===== config.mk =====
export PLATFORM = sky130hd
export DESIGN_NAME = draw_arbiter
export DESIGN_NICKNAME = d
export VERILOG_FILES = /design/src/rtl/draw_arbiter.sv
export SDC_FILE = /design/constraint.sdc
export NUM_CORES = 1
export LEC_CHECK = 0
export BUFFER_PORTS_ARGS = -buffer_cell sky130_fd_sc_hd__buf_4
export CORE_MARGIN = 5
export CORE_UTILIZATION = 55
export DETAILED_ROUTE_END_ITERATION = 10
export HOLD_SLACK_MARGIN = 0.1
export PLACE_DENSITY = 0.77
export SYNTH_ARGS = -nofsm -noshare
export SYNTH_HDL_FRONTEND = slang
export SYNTH_SLANG_ARGS = --single-unit

===== constraint.sdc =====
create_clock -name clock -period 4.2 [get_ports clock]
set_clock_uncertainty 0.05 [all_clocks]
set_input_delay 0.42 -clock clock [delete_from_list [all_inputs] [get_ports clock]]
set_output_delay 0.42 -clock clock [all_outputs]
set_load 0.1 [all_outputs]

===== src/rtl/draw_arbiter.sv =====
// Draw arbiter: grants one of four draw requesters the shared copy datapath.
// The stage background always wins. Tile and the two players share it round-robin.
// Each grant runs IDLE -> ACTIVE -> RELEASE. ACTIVE can be cut short by a timeout.
module draw_arbiter #(
    parameter logic [19:0] TIMEOUT_CYCLES = 20'd1000000
) (
    input  logic       clock,
    input  logic       reset,
    input  logic [3:0] req,
    input  logic [7:0] req_sel,
    input  logic       finished,
    output logic [3:0] grant,
    output logic [1:0] memory_select,
    output logic       copy_enable,
    output logic       draw_stage,
    output logic       draw_t,
    output logic       draw_p1,
    output logic       draw_p2,
    output logic [3:0] done,
    output logic       busy,
    output logic       timeout_err
);

    typedef enum logic [1:0] {
        IDLE    = 2'd0,
        ACTIVE  = 2'd1,
        RELEASE = 2'd2
    } state_t;

    state_t      state_q, state_d;
    logic [3:0]  grant_q, grant_d;
    logic [1:0]  msel_q, msel_d;
    logic [19:0] cnt_q, cnt_d;
    logic        terr_q, terr_d;
    logic [1:0]  rr_q, rr_d;
    logic [3:0]  done_q, done_d;

    logic        win_valid;
    logic [1:0]  win_idx;
    logic [1:0]  cand1, cand2, cand3;

    // Next round-robin candidate after p, wrapping from 3 back to 1.
    function automatic logic [1:0] rr_next(input logic [1:0] p);
        return (p == 2'd3) ? 2'd1 : p + 2'd1;
    endfunction

    // Winner selection: req[0] first, then a round-robin search over req[3:1].
    always_comb begin
        // NOTE: every combinational output is given a default first, so no path leaves it unassigned and no latch is inferred.
        win_valid = 1'b0;
        win_idx   = 2'd0;
        cand1     = rr_next(rr_q);
        cand2     = rr_next(cand1);
        cand3     = rr_next(cand2);
        if (req[0]) begin
            win_valid = 1'b1;
            win_idx   = 2'd0;
        end else if (req[cand1]) begin
            win_valid = 1'b1;
            win_idx   = cand1;
        end else if (req[cand2]) begin
            win_valid = 1'b1;
            win_idx   = cand2;
        end else if (req[cand3]) begin
            win_valid = 1'b1;
            win_idx   = cand3;
        end
    end

    // Next-state logic. The held grant also selects which done bit is pulsed on release.
    always_comb begin
        state_d = state_q;
        grant_d = grant_q;
        msel_d  = msel_q;
        cnt_d   = cnt_q;
        terr_d  = terr_q;
        rr_d    = rr_q;
        done_d  = 4'b0000;
        case (state_q)
            IDLE: begin
                if (win_valid) begin
                    state_d = ACTIVE;
                    grant_d = 4'b0001 << win_idx;
                    msel_d  = req_sel[{win_idx, 1'b0} +: 2];
                    cnt_d   = 20'd0;
                    // The priority requester does not move the round-robin pointer.
                    if (win_idx != 2'd0) begin
                        rr_d = win_idx;
                    end
                end
            end
            ACTIVE: begin
                if (finished) begin
                    state_d = RELEASE;
                    grant_d = 4'b0000;
                    msel_d  = 2'd0;
                    done_d  = grant_q;
                end else if (cnt_q == TIMEOUT_CYCLES - 20'd1) begin
                    state_d = RELEASE;
                    grant_d = 4'b0000;
                    msel_d  = 2'd0;
                    done_d  = grant_q;
                    terr_d  = 1'b1;
                end else begin
                    cnt_d = cnt_q + 20'd1;
                end
            end
            RELEASE: begin
                state_d = IDLE;
            end
            default: begin
                state_d = IDLE;
            end
        endcase
    end

    // State registers. Reset clears everything asynchronously and starts round-robin at req[1].
    always_ff @(posedge clock or posedge reset) begin
        if (reset) begin
            state_q <= IDLE;
            grant_q <= 4'b0000;
            msel_q  <= 2'd0;
            cnt_q   <= 20'd0;
            terr_q  <= 1'b0;
            rr_q    <= 2'd3;
            done_q  <= 4'b0000;
        end else begin
            // NOTE: non-blocking assignments make all registers update together from the old values.
            state_q <= state_d;
            grant_q <= grant_d;
            msel_q  <= msel_d;
            cnt_q   <= cnt_d;
            terr_q  <= terr_d;
            rr_q    <= rr_d;
            done_q  <= done_d;
        end
    end

    assign grant         = grant_q;
    assign memory_select = msel_q;
    assign copy_enable   = (state_q == ACTIVE);
    assign busy          = (state_q != IDLE);
    assign done          = done_q;
    assign timeout_err   = terr_q;
    assign draw_stage    = grant_q[0];
    assign draw_t        = grant_q[1];
    assign draw_p1       = grant_q[2];
    assign draw_p2       = grant_q[3];

endmodule

**Yosys cells after proc, flatten, opt, wreduce, memory -nomap -nowiden**

Cells that the tools add are included.
Widths: inputs -> output; s select.

- Flip-flop bits (word level): 35
- Output and inout bits: 17
- Word-level logic and storage cells: 71

- $add $sub $neg: 4
- Magnitude comparators: 3
- Eq/ne operators: 9
- Shift-type cells: 2
- Muxes and demuxes: 36
- Bitwise logic cells: 1
- Reductions and logical operators: 9

Operators with widths:

| cell | count |
|---|---|
| $mux 20 | 3 |
| $pmux 20 s2 | 1 |
| $mux 2 | 13 |
| $mux 4 | 6 |
| $add 20x1->20 const B | 1 |
| $eq 20x20->1 const B | 1 |
| $lt 2x3->1 const B | 3 |
| $reduce_and 3->1 | 3 |
| $pmux 2 s2 | 2 |
| $pmux 4 s2 | 1 |
| $shiftx 8x4->2 | 1 |
| $mux 1 | 7 |
| $add 2x1->2 const B | 3 |
| $bmux 1 s2 | 3 |
| $eq 2x2->1 const B | 3 |
| $ne 2x2->1 const B | 3 |
| $reduce_bool 2->1 | 3 |
| $reduce_and 4->1 | 1 |
| $shl 1x2->4 const A | 1 |
| $ne 3x2->1 const B | 1 |
| $eq 2x1->1 const B | 1 |
| $logic_not 2->1 | 1 |
| $reduce_and 2->1 | 1 |
| $not 1->1 | 1 |

**Logic depth before layout (Yosys ltp)**

Gate-level depths: netlist (run 1).

- Word-level depth: 15
- Mapped depth: 10
- Gate-level depth less buffers: 8

**Worst setup path before layout (run 1)**

No wires, ideal clock.

- Path type: register -> register
- Start point: register state_q[1]
- End point: register msel_q[0], in the netlist memory_select[0]
- Library setup time: 126 ps
- Arrival: 2534 ps
- Data required time: 4024 ps
- Path slack: 1490 ps
- Stages on the path, launching flop included: 5
- Buffers on the path: 0
- Period minus slack after synthesis: 2710 ps
- Path through: dfrtp_1 > nor2b_1 > o21a_1 > nor2_1 > a221o_1

- Cells in the longest elaborated chain, start to end: 3
- Elaborated cells on any way between the ends: 7

Ends and longest elaborated chain:

| element | line | text |
|---|---|---|
| from (decl) | 30 | `state_t state_q, state_d;` |
| from (signal assigned) | 129 | `state_q <= state_d;` |
| $eq 2x1->1 * | - |  |
| via copy_enable | 14 | `output logic copy_enable,` |
| $ne 3x2->1 (no source line) or $reduce_bool 2->1 (tied branches) | - |  |
| $reduce_and 3->1 (no source line) | - |  |
| to (signal assigned) | 131 | `msel_q <= msel_d;` |
| to (decl) | 32 | `logic [1:0] msel_q, msel_d;` |

Mark *: on every way through the listed nets, which the timed path passes. The rest lies on a longest branch.
A chain may end at the register's enable or synchronous reset.

**Worst setup path in the final report (run 1)**

- Start point: register rr_q[0]
- End point: register msel_q[0], in the netlist memory_select[0]

- Cells in the longest elaborated chain, start to end: 15
- Elaborated cells on any way between the ends: 28

Ends and longest elaborated chain:

| element | line | text |
|---|---|---|
| from (decl) | 35 | `logic [1:0] rr_q, rr_d;` |
| from (signal assigned) | 134 | `rr_q <= rr_d;` |
| $add 2x1->2 or $eq 2x2->1 (tied branches) | 44 | `return (p == 2'd3) ? 2'd1 : p + 2'd1;` |
| $mux 2 * | 44 |  |
| $add 2x1->2 or $eq 2x2->1 (tied branches) | 44 |  |
| $mux 2 | 44 |  |
| $add 2x1->2 or $eq 2x2->1 (tied branches) | 44 |  |
| $mux 2 | 44 |  |
| $bmux 1 s2 | 64 | `end else if (req[cand3]) begin` |
| $mux 1 (not written as such) | 64 |  |
| $mux 2 | 64 |  |
| $mux 2 | 61 | `end else if (req[cand2]) begin` |
| $mux 2 | 58 | `end else if (req[cand1]) begin` |
| $mux 2 | 55 | `if (req[0]) begin` |
| $shiftx 8x4->2 | 84 | `msel_d = req_sel[{win_idx, 1'b0} +: 2];` |
| $mux 2 | 81 | `if (win_valid) begin` |
| $pmux 2 s2 | 79 | `case (state_q)` |

Every way passes the cells marked *; elsewhere a longest branch is shown, timed or not. The select of a mux whose other input is x is not followed.

==> out/results.md, run 1 <==
| Step | Metric | This run |
|:---|:---|:---|
| outcome | Run status | finished, final reports clean |
| worst setup path | Type of element capturing the critical path | flip-flop |
| global routing | Largest net degree at the start of global routing | 36 |
| floorplanning | Initial core utilization | 0.569 |
| global routing | Initial antenna violation count | 0 |
| logic synthesis | Most common flop cell mapped by yosys | sky130_fd_sc_hd__dfrtp_1 |
| pwr | Reported leakage power | 1.02 nW |
| global routing | Grt ovf | 0 |
| logic synthesis | Warning count from the yosys run | 0 |
| pwr | Net switching share of the total power | 0.540 |
| pwr | Total internal power | 705 uW |
| cts | # H-tree levels | 2 |
| routing | Wirelength, routed | 4220 um |
| layout | Area added between synthesis and finish | 14.5% |
| sta | Final min period | 3.17 ns |
| place | Number of input and output port buffers inserted | 31 |
| routing | Wirelength per Cell | 15.5 um |
| logic synthesis | Synth Instances | 196 |
| worst setup path | Worst-path fanout max | 21 |
| pwr | Clock network fraction of total power | 0.114 |
| global routing | Vias in the first global route | 1579 |
| worst setup path | Startpoint class of the critical path | flip-flop |
| layout | Layout fillers | 300 |
| logic synthesis | Top cell type's share of synthesized area | 0.432 |
| routing | Routed vias | 1564 |
| cts | Total of cells resized after clock tree synthesis | 0 |
| routing | Routed vias/inst | 5.75 |
| worst setup path | Arrival time of the worst setup path | 3.35 ns |
| layout | Ant diodes | 0 |
| pwr | Sequential share of power | 0.291 |
| worst setup path | Slack of the worst reg-to-reg path | 1.03 ns |
| floorplanning | Total core area | 3360 um2 |
| cts | Number of CTS-inserted buffers | 5 |
| place | Post-detailed-placement half-perimeter wirelength | 3150 um |
| cts | Post CTS Setup Buffer Count | 0 |
| place | Routability congestion estimate | 0.875 |
| routing | Number of routed nets with antenna violations | 0 |
| logic synthesis | Post-synth cell types | 43 |
| cts | Clock latency on the worst-skew pair | 0.34 ns |
| layout | Layout Utilization | 0.651 |
| global routing | Global-route wire length before repair | 6930 um |
| worst setup path | Cell-by-cell trace of the critical path | inv_1, ha_1, mux4_2, o41a_1, nand3_1, nor2_1, a221o_1 |
| worst setup path | R2r endpoint | memory_select[0] |
| routing | Number of iterations in the first detailed-routing pass | 4 |
| pwr | Power per cell area | 699 nW/um2 |
| sta | Max Clock Freq | 316 MHz |
| sta | Worst slew pin tran | 0.832 ns |
| sta | Post-Route Setup TNS | 0 ns |
| cts | Max Root-Sink Buffers | 2 |
| sta | Relative max-transition margin | 0.445 |
| floorplanning | Area of the die | 4760 um2 |
| worst setup path | R2r worst-path depth | 7 |
| sta | Endpoints failing hold | 0 |
| floorplanning | Die height | 69.0 um |
| sta | Count of final setup violators | 0 |
| logic synthesis | Synth area leader | sky130_fd_sc_hd__dfrtp_1 |
| cts | CTS sink count | 35 |
| pwr | VDD IR max | 0.550 mV |
| sta | Number of pins exceeding their max-slew limit in the final report | 0 |
| run | Max-Cap Viols | 0 |
| logic synthesis | Syn avg cell area | 9.76 um2 |
| floorplanning | Top-level I/O count | 32 |
| floorplanning | Die Span X | 69.0 um |
| layout | Total Nets Final | 243 |
| floorplanning | FP Rows | 21 |
| logic synthesis | Top area cells in the synthesized netlist | sky130_fd_sc_hd__dfrtp_1 43%, sky130_fd_sc_hd__xnor2_1 5.5%, sky130_fd_sc_hd__nor2_1 4.9% |
| pwr | Total net switching power | 826 uW |
| sta | Setup repair after global routing missed its margin | no |
| cts | Clock tree from TritonCTS | built |
| worst setup path | Required time of the critical path | 4.38 ns |
| sta | Worst setup margin | 1.03 ns |
| logic synthesis | Total nets after synthesis | 214 |
| place | Placed instance area | 2140 um2 |
| logic synthesis | Cell area after synthesis | 1910 um2 |
| hold path | Path class of the lowest-slack min-delay path | primary input to async pin |
| global routing | All-layer global routing usage | 0.196 |
| layout | Share of post-route cells with drive strength above 1 | 0.212 |
| cts | # hold bufs at CTS | 0 |
| pwr | Share of power burned in combinational logic | 0.594 |
| routing | Post-detailed-route DRC marker count | 0 |
| routing | Violation count after the first detailed-route iteration | 108 |
| logic synthesis | Number of synthesized flops with an enable pin | 0 |
| worst setup path | Slowest cell on the critical path | sky130_fd_sc_hd__o41a_1 |
| worst setup path | WS Path Type | flip-flop to flip-flop |
| worst setup path | Reg-to-reg startpoint | rr_q[0] |
| worst setup path | Crit path largest cell delay | 0.73 ns |
| logic synthesis | Fraction of the yosys area taken by sequential cells | 0.459 |
| logic synthesis | Post-synthesis async set-or-reset flop share | 1.00 |
| cts | Clock root buffer master | sky130_fd_sc_hd__clkbuf_4 |
| logic synthesis | Number of synthesized register bits | 35 |
| layout | Non-Filler Cell Area, Final | 2190 um2 |
| place | Post-Place Setup Slack | 1.05 ns |
| cts | Clock slew at the register clock pins of the worst setup and hold paths | 0.11 ns |
| sta | Share of the cycle needed by the critical path after routing | 0.754 |
==> metrics by stage <==
stage,cells,total power [mW],hold WS (ns)
global placement,264,1.32,0.404
global route,272,1.60,0.159
floorplan,196,1.22,0.437
detailed placement,264,1.36,0.395
finish,272,1.53,0.123
CTS,272,1.53,0.129
==> worst max path at each step <==
stage | from | endpoint | slack, ns | depth (start not counted)
global placement | rr_q[0] | memory_select[1] | 1.16 | 7
finish | rr_q[0] | memory_select[0] | 1.03 | 7
detailed placement | rr_q[0] | memory_select[0] | 1.05 | 7
global route | rr_q[0] | memory_select[0] | 0.89 | 7
CTS | rr_q[0] | memory_select[0] | 1.04 | 7
floorplan | state_q[1] | memory_select[0] | 1.49 | 4
==> worst max-delay path, delay by kind of cell, from the launching register on <==
family	cells	cell delay (ns)
mux	1	0.57
compound gates	2	0.99
fa+ha+maj	1	0.44
flops	1	0.56
simple gates	2	0.40
buf+inv	1	0.04
==> flip-flops by register name (all words and copies together) (netlist names) <==
register       count
done               4
rr_q               2
cnt_q             20
timeout_err        1
memory_select      2
state_q            2
grant              4
==> cells in the mapped netlist, types with 4 or more instances <==
cell / count
sky130_fd_sc_hd__nor3_1: 9
sky130_fd_sc_hd__nand3_1: 8
sky130_fd_sc_hd__nor2_1: 25
sky130_fd_sc_hd__buf_4: 4
sky130_fd_sc_hd__and3_1: 5
sky130_fd_sc_hd__nand2_1: 13
sky130_fd_sc_hd__o21ai_0: 6
sky130_fd_sc_hd__dfrtp_1: 33
sky130_fd_sc_hd__and2_1: 4
sky130_fd_sc_hd__mux2i_1: 7
sky130_fd_sc_hd__inv_1: 14
sky130_fd_sc_hd__xor2_1: 5
sky130_fd_sc_hd__xnor2_1: 12
==> layout by cell type (no fill, tap or decap), types with 4 or more instances in the layout <==
| cell type | instances |
|---|---|
| sky130_fd_sc_hd__nand2_1 | 13 |
| sky130_fd_sc_hd__nor2_1 | 25 |
| sky130_fd_sc_hd__mux2i_1 | 7 |
| sky130_fd_sc_hd__clkbuf_4 | 5 |
| sky130_fd_sc_hd__nor3_1 | 9 |
| sky130_fd_sc_hd__xnor2_1 | 12 |
| sky130_fd_sc_hd__buf_4 | 33 |
| sky130_fd_sc_hd__inv_1 | 14 |
| sky130_fd_sc_hd__dfrtp_1 | 33 |
| sky130_fd_sc_hd__nand3_1 | 8 |
| sky130_fd_sc_hd__and2_1 | 4 |
| sky130_fd_sc_hd__o21ai_0 | 6 |
| sky130_fd_sc_hd__xor2_1 | 5 |
| sky130_fd_sc_hd__and3_1 | 5 |
==> layer usage <==
metal  wire, um  share of wire  vias up  track usage
met5          0              0        -            0
met4         61          0.014        0       0.0827
met3        230          0.055        7       0.0486
met2       2150           0.51       51        0.335
met1       1780           0.42      766        0.233
li1           -              -      740            -
==> area by class of cell <==
type / instances / area [um2] / share of cell area
multi-input combinational: 136 / 901 / 0.411
sequential: 35 / 878 / 0.401
timing repair buffer: 33 / 248 / 0.113
tap: 46 / 57.6 / 0.0263
inverter: 14 / 52.6 / 0.0240
clock buffer: 5 / 37.5 / 0.0171
clock inverter: 3 / 15.0 / 0.00686
==> logic make-up after synthesis <==
kind of cell,after synthesis,synth area share
XOR/XNOR,17,0.0778
multiplexers,10,0.0641
flip-flops,35,0.459
AND/OR/NAND/NOR,81,0.215
AO/OA/AOI/OAI,25,0.0948
adder cells (fa/ha/maj),3,0.0196
buffers and inverters,25,0.0700
==> power groups by stage <==
stage                     Sequential (mW)  Clock, mW  Combinational, mW
final                               0.446      0.175              0.910
after global routing                0.453      0.187              0.959
after CTS                           0.445      0.178              0.908
after detailed placement            0.447          0              0.910
after global placement              0.449          0              0.875
after floorplan                     0.627          0              0.596
Note: power is estimated with default switching activity, not from simulation.
==> inputs of run 2 (changes only) <==
--- a/config.mk
+++ b/config.mk
@@ -5,12 +5,13 @@
 export SDC_FILE = /design/constraint.sdc
 export NUM_CORES = 1
 export LEC_CHECK = 0
+export ABC_AREA = 1
 export BUFFER_PORTS_ARGS = -buffer_cell sky130_fd_sc_hd__buf_4
 export CORE_MARGIN = 5
-export CORE_UTILIZATION = 55
+export CORE_UTILIZATION = 52
 export DETAILED_ROUTE_END_ITERATION = 10
 export HOLD_SLACK_MARGIN = 0.1
-export PLACE_DENSITY = 0.77
+export PLACE_DENSITY = 0.75
 export SYNTH_ARGS = -nofsm -noshare
 export SYNTH_HDL_FRONTEND = slang
 export SYNTH_SLANG_ARGS = --single-unit
==> constraint.sdc (replaced) <==
create_clock -name clock -period 2.8 [get_ports clock]
set_clock_uncertainty 0.05 [all_clocks]
set_input_delay 0.28 -clock clock [delete_from_list [all_inputs] [get_ports clock]]
set_output_delay 0.28 -clock clock [all_outputs]
set_load 0.1 [all_outputs]
==> run 2 against run 1 <==
Compared with the run above:
- final area increased by 21%
- worst setup slack got worse by 0.51 ns
- utilization decreased by 3.7 points
- critical path type unchanged
- register-to-register slack got worse by 0.51 ns
- sequential power grew 49%
- non-clock buffer count rose by 2
- synthesized cell count grew 61%
==> out/results.md, run 2 <==
| Step | Metric | This run | Delta |
|:---|:---|:---|:---|
| outcome | Run status | finished, final reports clean | unchanged |
| worst setup path | Type of element capturing the critical path | flip-flop | unchanged |
| pwr | Reported leakage power | 1.34 nW | was 1.02 nW |
| logic synthesis | Post-synthesis async set-or-reset flop share | 1.00 | unchanged |
| cts | Clock latency on the worst-skew pair | 0.29 ns | was 0.34 ns |
| logic synthesis | Total nets after synthesis | 334 | was 214 |
| sta | Setup repair after global routing missed its margin | no | unchanged |
| routing | Top routing layer used | met4 | unchanged |
| floorplanning | Area of the die | 5870 um2 | was 4760 um2 |
| pwr | Power per cell area | 1060 nW/um2 | was 699 nW/um2 |
| worst setup path | WS Path Type | flip-flop to flip-flop | unchanged |
| worst setup path | Startpoint class of the critical path | flip-flop | unchanged |
| floorplanning | Die Span X | 76.6 um | was 69.0 um |
| global routing | Largest net degree at the start of global routing | 36 | unchanged |
| sta | Count of final setup violators | 0 | unchanged |
| worst setup path | Slowest cell on the critical path | sky130_fd_sc_hd__dfstp_2 | was sky130_fd_sc_hd__o41a_1 |
| cts | Clock root buffer master | sky130_fd_sc_hd__clkbuf_8 | was sky130_fd_sc_hd__clkbuf_4 |
| layout | Flip-flop count of the largest register after layout | 20 | unchanged |
| sta | Worst slew pin tran | 0.504 ns | was 0.832 ns |
| global routing | Grt ovf | 0 | unchanged |
| routing | Post-detailed-route DRC marker count | 0 | unchanged |
| layout | Share of post-route cells with drive strength above 1 | 0.202 | was 0.212 |
| logic synthesis | Top area cells in the synthesized netlist | sky130_fd_sc_hd__dfrtp_1 36%, sky130_fd_sc_hd__nand2_1 14%, sky130_fd_sc_hd__nand3_1 8.0% | was sky130_fd_sc_hd__dfrtp_1 43%, sky130_fd_sc_hd__xnor2_1 5.5%, sky130_fd_sc_hd__nor2_1 4.9% |
| logic synthesis | Synth Instances | 316 | was 196 |
| floorplanning | Top-level I/O count | 32 | unchanged |
| cts | # hold bufs at CTS | 1 | was 0 |
| layout | Area added between synthesis and finish | 15.0% | was 14.5% |
| routing | Wirelength, routed | 5080 um | was 4220 um |
| place | Post-detailed-placement half-perimeter wirelength | 3810 um | was 3150 um |
| routing | Met3 routed wirelength | 246 um | was 230 um |
| floorplanning | FP Rows | 24 | was 21 |
| cts | Clock tree from TritonCTS | built | unchanged |
| global routing | Initial antenna violation count | 0 | unchanged |
| logic synthesis | Warning count from the yosys run | 0 | unchanged |
| worst setup path | Cell-by-cell trace of the critical path | inv_1, ha_1, inv_2, nand2_1, nand2_1, nand2_1, nand2_1, a21oi_2, nand3_2, nand2_2, nand2_4, nand3_1, o21ai_2 | was inv_1, ha_1, mux4_2, o41a_1, nand3_1, nor2_1, a221o_1 |
| sta | Max Clock Freq | 438 MHz | was 316 MHz |
| logic synthesis | Cell area after synthesis | 2310 um2 | was 1910 um2 |
| logic synthesis | Post-synth cell types | 30 | was 43 |
| cts | Max Root-Sink Buffers | 2 | unchanged |
| worst setup path | Worst-path fanout max | 27 | was 21 |
| place | Routability congestion estimate | 0.948 | was 0.875 |
| global routing | All-layer global routing usage | 0.180 | was 0.196 |
| cts | CTS sink count | 35 | unchanged |
| logic synthesis | Most frequent cell after synthesis | sky130_fd_sc_hd__nand2_1 | was sky130_fd_sc_hd__dfrtp_1 |
| logic synthesis | Most common flop cell mapped by yosys | sky130_fd_sc_hd__dfrtp_1 | unchanged |
| pwr | VDD IR max | 0.615 mV | was 0.550 mV |
| sta | Number of pins exceeding their max-slew limit in the final report | 0 | unchanged |
| worst setup path | Count of buffer and inverter cells on the critical path | 2 | was 1 |
| routing | Violation count after the first detailed-route iteration | 196 | was 108 |
| routing | Number of routed nets with antenna violations | 0 | unchanged |
| logic synthesis | Top cell type's share of synthesized area | 0.358 | was 0.432 |
| sta | Share of the cycle needed by the critical path after routing | 0.815 | was 0.754 |
| pwr | Post-route total power | 2.82 mW | was 1.53 mW |
| logic synthesis | Synth area leader | sky130_fd_sc_hd__dfrtp_1 | unchanged |
| cts | Clock slew at the register clock pins of the worst setup and hold paths | 0.07 ns | was 0.11 ns |
| layout | Commonest cells after routing, fill and taps aside | 86 x sky130_fd_sc_hd__nand2_1, 37 x sky130_fd_sc_hd__nand3_1, 36 x sky130_fd_sc_hd__inv_1 | was 33 x sky130_fd_sc_hd__dfrtp_1, 33 x sky130_fd_sc_hd__buf_4, 25 x sky130_fd_sc_hd__nor2_1 |
| cts | Number of CTS-inserted buffers | 5 | unchanged |
| logic synthesis | Syn avg cell area | 7.30 um2 | was 9.76 um2 |
| run | Max-Cap Viols | 0 | unchanged |
| layout | Register with the highest flop count | cnt_q | unchanged |
| sta | Hold WS | 0.236 ns | was 0.123 ns |
| layout | Leading cell type in the layout, fill and taps excluded | sky130_fd_sc_hd__nand2_1 |  |
| place | Number of input and output port buffers inserted | 31 | unchanged |
| floorplanning | Initial core utilization | 0.534 | was 0.569 |
| logic synthesis | Number of synthesized register bits | 35 | unchanged |
| floorplanning | Die height | 76.6 um | was 69.0 um |
| global routing | Vias in the first global route | 1842 | was 1579 |
| worst setup path | Gate family responsible for the most delay along the worst path | simple AND/OR/NAND/NOR gates | was compound AO/OA/AOI/OAI gates |
| worst setup path | Required time of the critical path | 2.92 ns | was 4.38 ns |
| routing | Routed vias/inst | 5.10 | was 5.75 |
| sta | Final min period | 2.28 ns | was 3.17 ns |
| cts | Post CTS Setup Buffer Count | 0 | unchanged |
| worst setup path | Most frequent cell on the critical path | sky130_fd_sc_hd__nand2_1 |  |
| floorplanning | Total core area | 4320 um2 | was 3360 um2 |
| sta | Relative max-transition margin | 0.661 | was 0.445 |
| worst setup path | Crit path largest cell delay | 0.54 ns | was 0.73 ns |
| routing | Routed length on met1 | 2470 um | was 1780 um |
| routing | Detail Route met2 WL | 2310 um | was 2150 um |
| logic synthesis | Most frequent cells after synthesis | 86 x sky130_fd_sc_hd__nand2_1, 37 x sky130_fd_sc_hd__nand3_1, 36 x sky130_fd_sc_hd__inv_1, 35 x sky130_fd_sc_hd__nor2_1, 33 x sky130_fd_sc_hd__dfrtp_1 | was 33 x sky130_fd_sc_hd__dfrtp_1, 25 x sky130_fd_sc_hd__nor2_1, 14 x sky130_fd_sc_hd__inv_1, 13 x sky130_fd_sc_hd__nand2_1, 12 x sky130_fd_sc_hd__xnor2_1 |
| sta | Endpoints failing hold | 0 | unchanged |
| global routing | Global-route wire length before repair | 8840 um | was 6930 um |
| worst setup path | Arrival time of the worst setup path | 2.41 ns | was 3.35 ns |
| cts | Total of cells resized after clock tree synthesis | 0 | unchanged |
| routing | Number of iterations in the first detailed-routing pass | 4 | unchanged |
| layout | Ant diodes | 0 | unchanged |
| layout | Total Nets Final | 364 | was 243 |
| cts | # H-tree levels | 2 | unchanged |
| logic synthesis | Number of synthesized flops with an enable pin | 0 | unchanged |
| sta | Post-Route Setup TNS | 0 ns | unchanged |
| routing | Routed vias | 2036 | was 1564 |
| logic synthesis | Fraction of the yosys area taken by sequential cells | 0.381 | was 0.459 |
| hold path | Path class of the lowest-slack min-delay path | primary input to flip-flop | was primary input to async pin |
| routing | Wirelength per Cell | 12.7 um | was 15.5 um |
run 2: cell count changes after synthesis, sizes merged, moves of 8 or more:
cell	delta
xnor2	-9
o21ai	+9
nand3	+33
nand2	+80
inv	+25
xor2	+8
nor2	+12
run 2: cell families after synthesis:
kind of cell	share of synthesized area
DFF	0.381
and+or+nand+nor	0.375
xor gates and xnor gates	0.0607
AOI/OAI and AO/OA	0.0618
adders and majority gates	0.0163
buffers and inverters	0.105
run 2: area by class of cell:
class / instances / area, um2
clock buffers: 5 / 68.8
clock inverters: 3 / 43.8
fillers: 406 / 1670
inverters: 39 / 146
multi-input cells: 230 / 1190
flip-flops and latches: 35 / 878
well taps: 52 / 65.1
repair buffers: 35 / 265
run 2: metrics by stage:
| step | std cells | utilization | setup WS, ns | cell area, um2 |
|---|---|---|---|---|
| 2_1_floorplan | 316 | - | 0.816 | 2310 |
| 3_3_place_gp | 390 | 0.585 | 0.546 | 2530 |
| 3_5_place_dp | 390 | 0.585 | 0.521 | 2530 |
| 4_1_cts | 399 | 0.614 | 0.505 | 2650 |
| 5_1_grt | 399 | 0.614 | 0.331 | 2650 |
| 6_report | 399 | 0.614 | 0.518 | 2650 |
run 2: routing by layer:
metal,vias up,global-route usage
li1,1069,-
met5,-,0
met2,49,0.269
met3,5,0.0366
met4,0,0.0315
met1,913,0.270
run 2: worst paths after layout:
path,slack [ns],startpoint,endpoint,cells after the start
worst min register to register,0.46,timeout_err,timeout_err,1
worst max register to register,0.52,rr_q[0],cnt_q[5],13
worst max-delay path,0.52,rr_q[0],cnt_q[5],13
worst min-delay path,0.24,finished,timeout_err,4
min in group asynchronous,0.59,reset,cnt_q[8],4
max in group asynchronous,1.76,reset,rr_q[0],4
run 2: worst reg2reg max path, delay by kind of cell (launching register included):
| kind | cells | cell delay (ns) |
|---|---|---|
| simple gates | 8 | 0.92 |
| fa+ha+maj | 1 | 0.35 |
| flops | 1 | 0.54 |
| compound gates | 2 | 0.18 |
| buf+inv | 2 | 0.13 |
run 2: power by group:
group,total (mW),internal [mW],switching (mW),leakage (nW)
sequential,0.664,0.604,0.0608,0.469
clock,0.449,0.265,0.184,0.0581
combinational,1.71,0.390,1.31,0.813
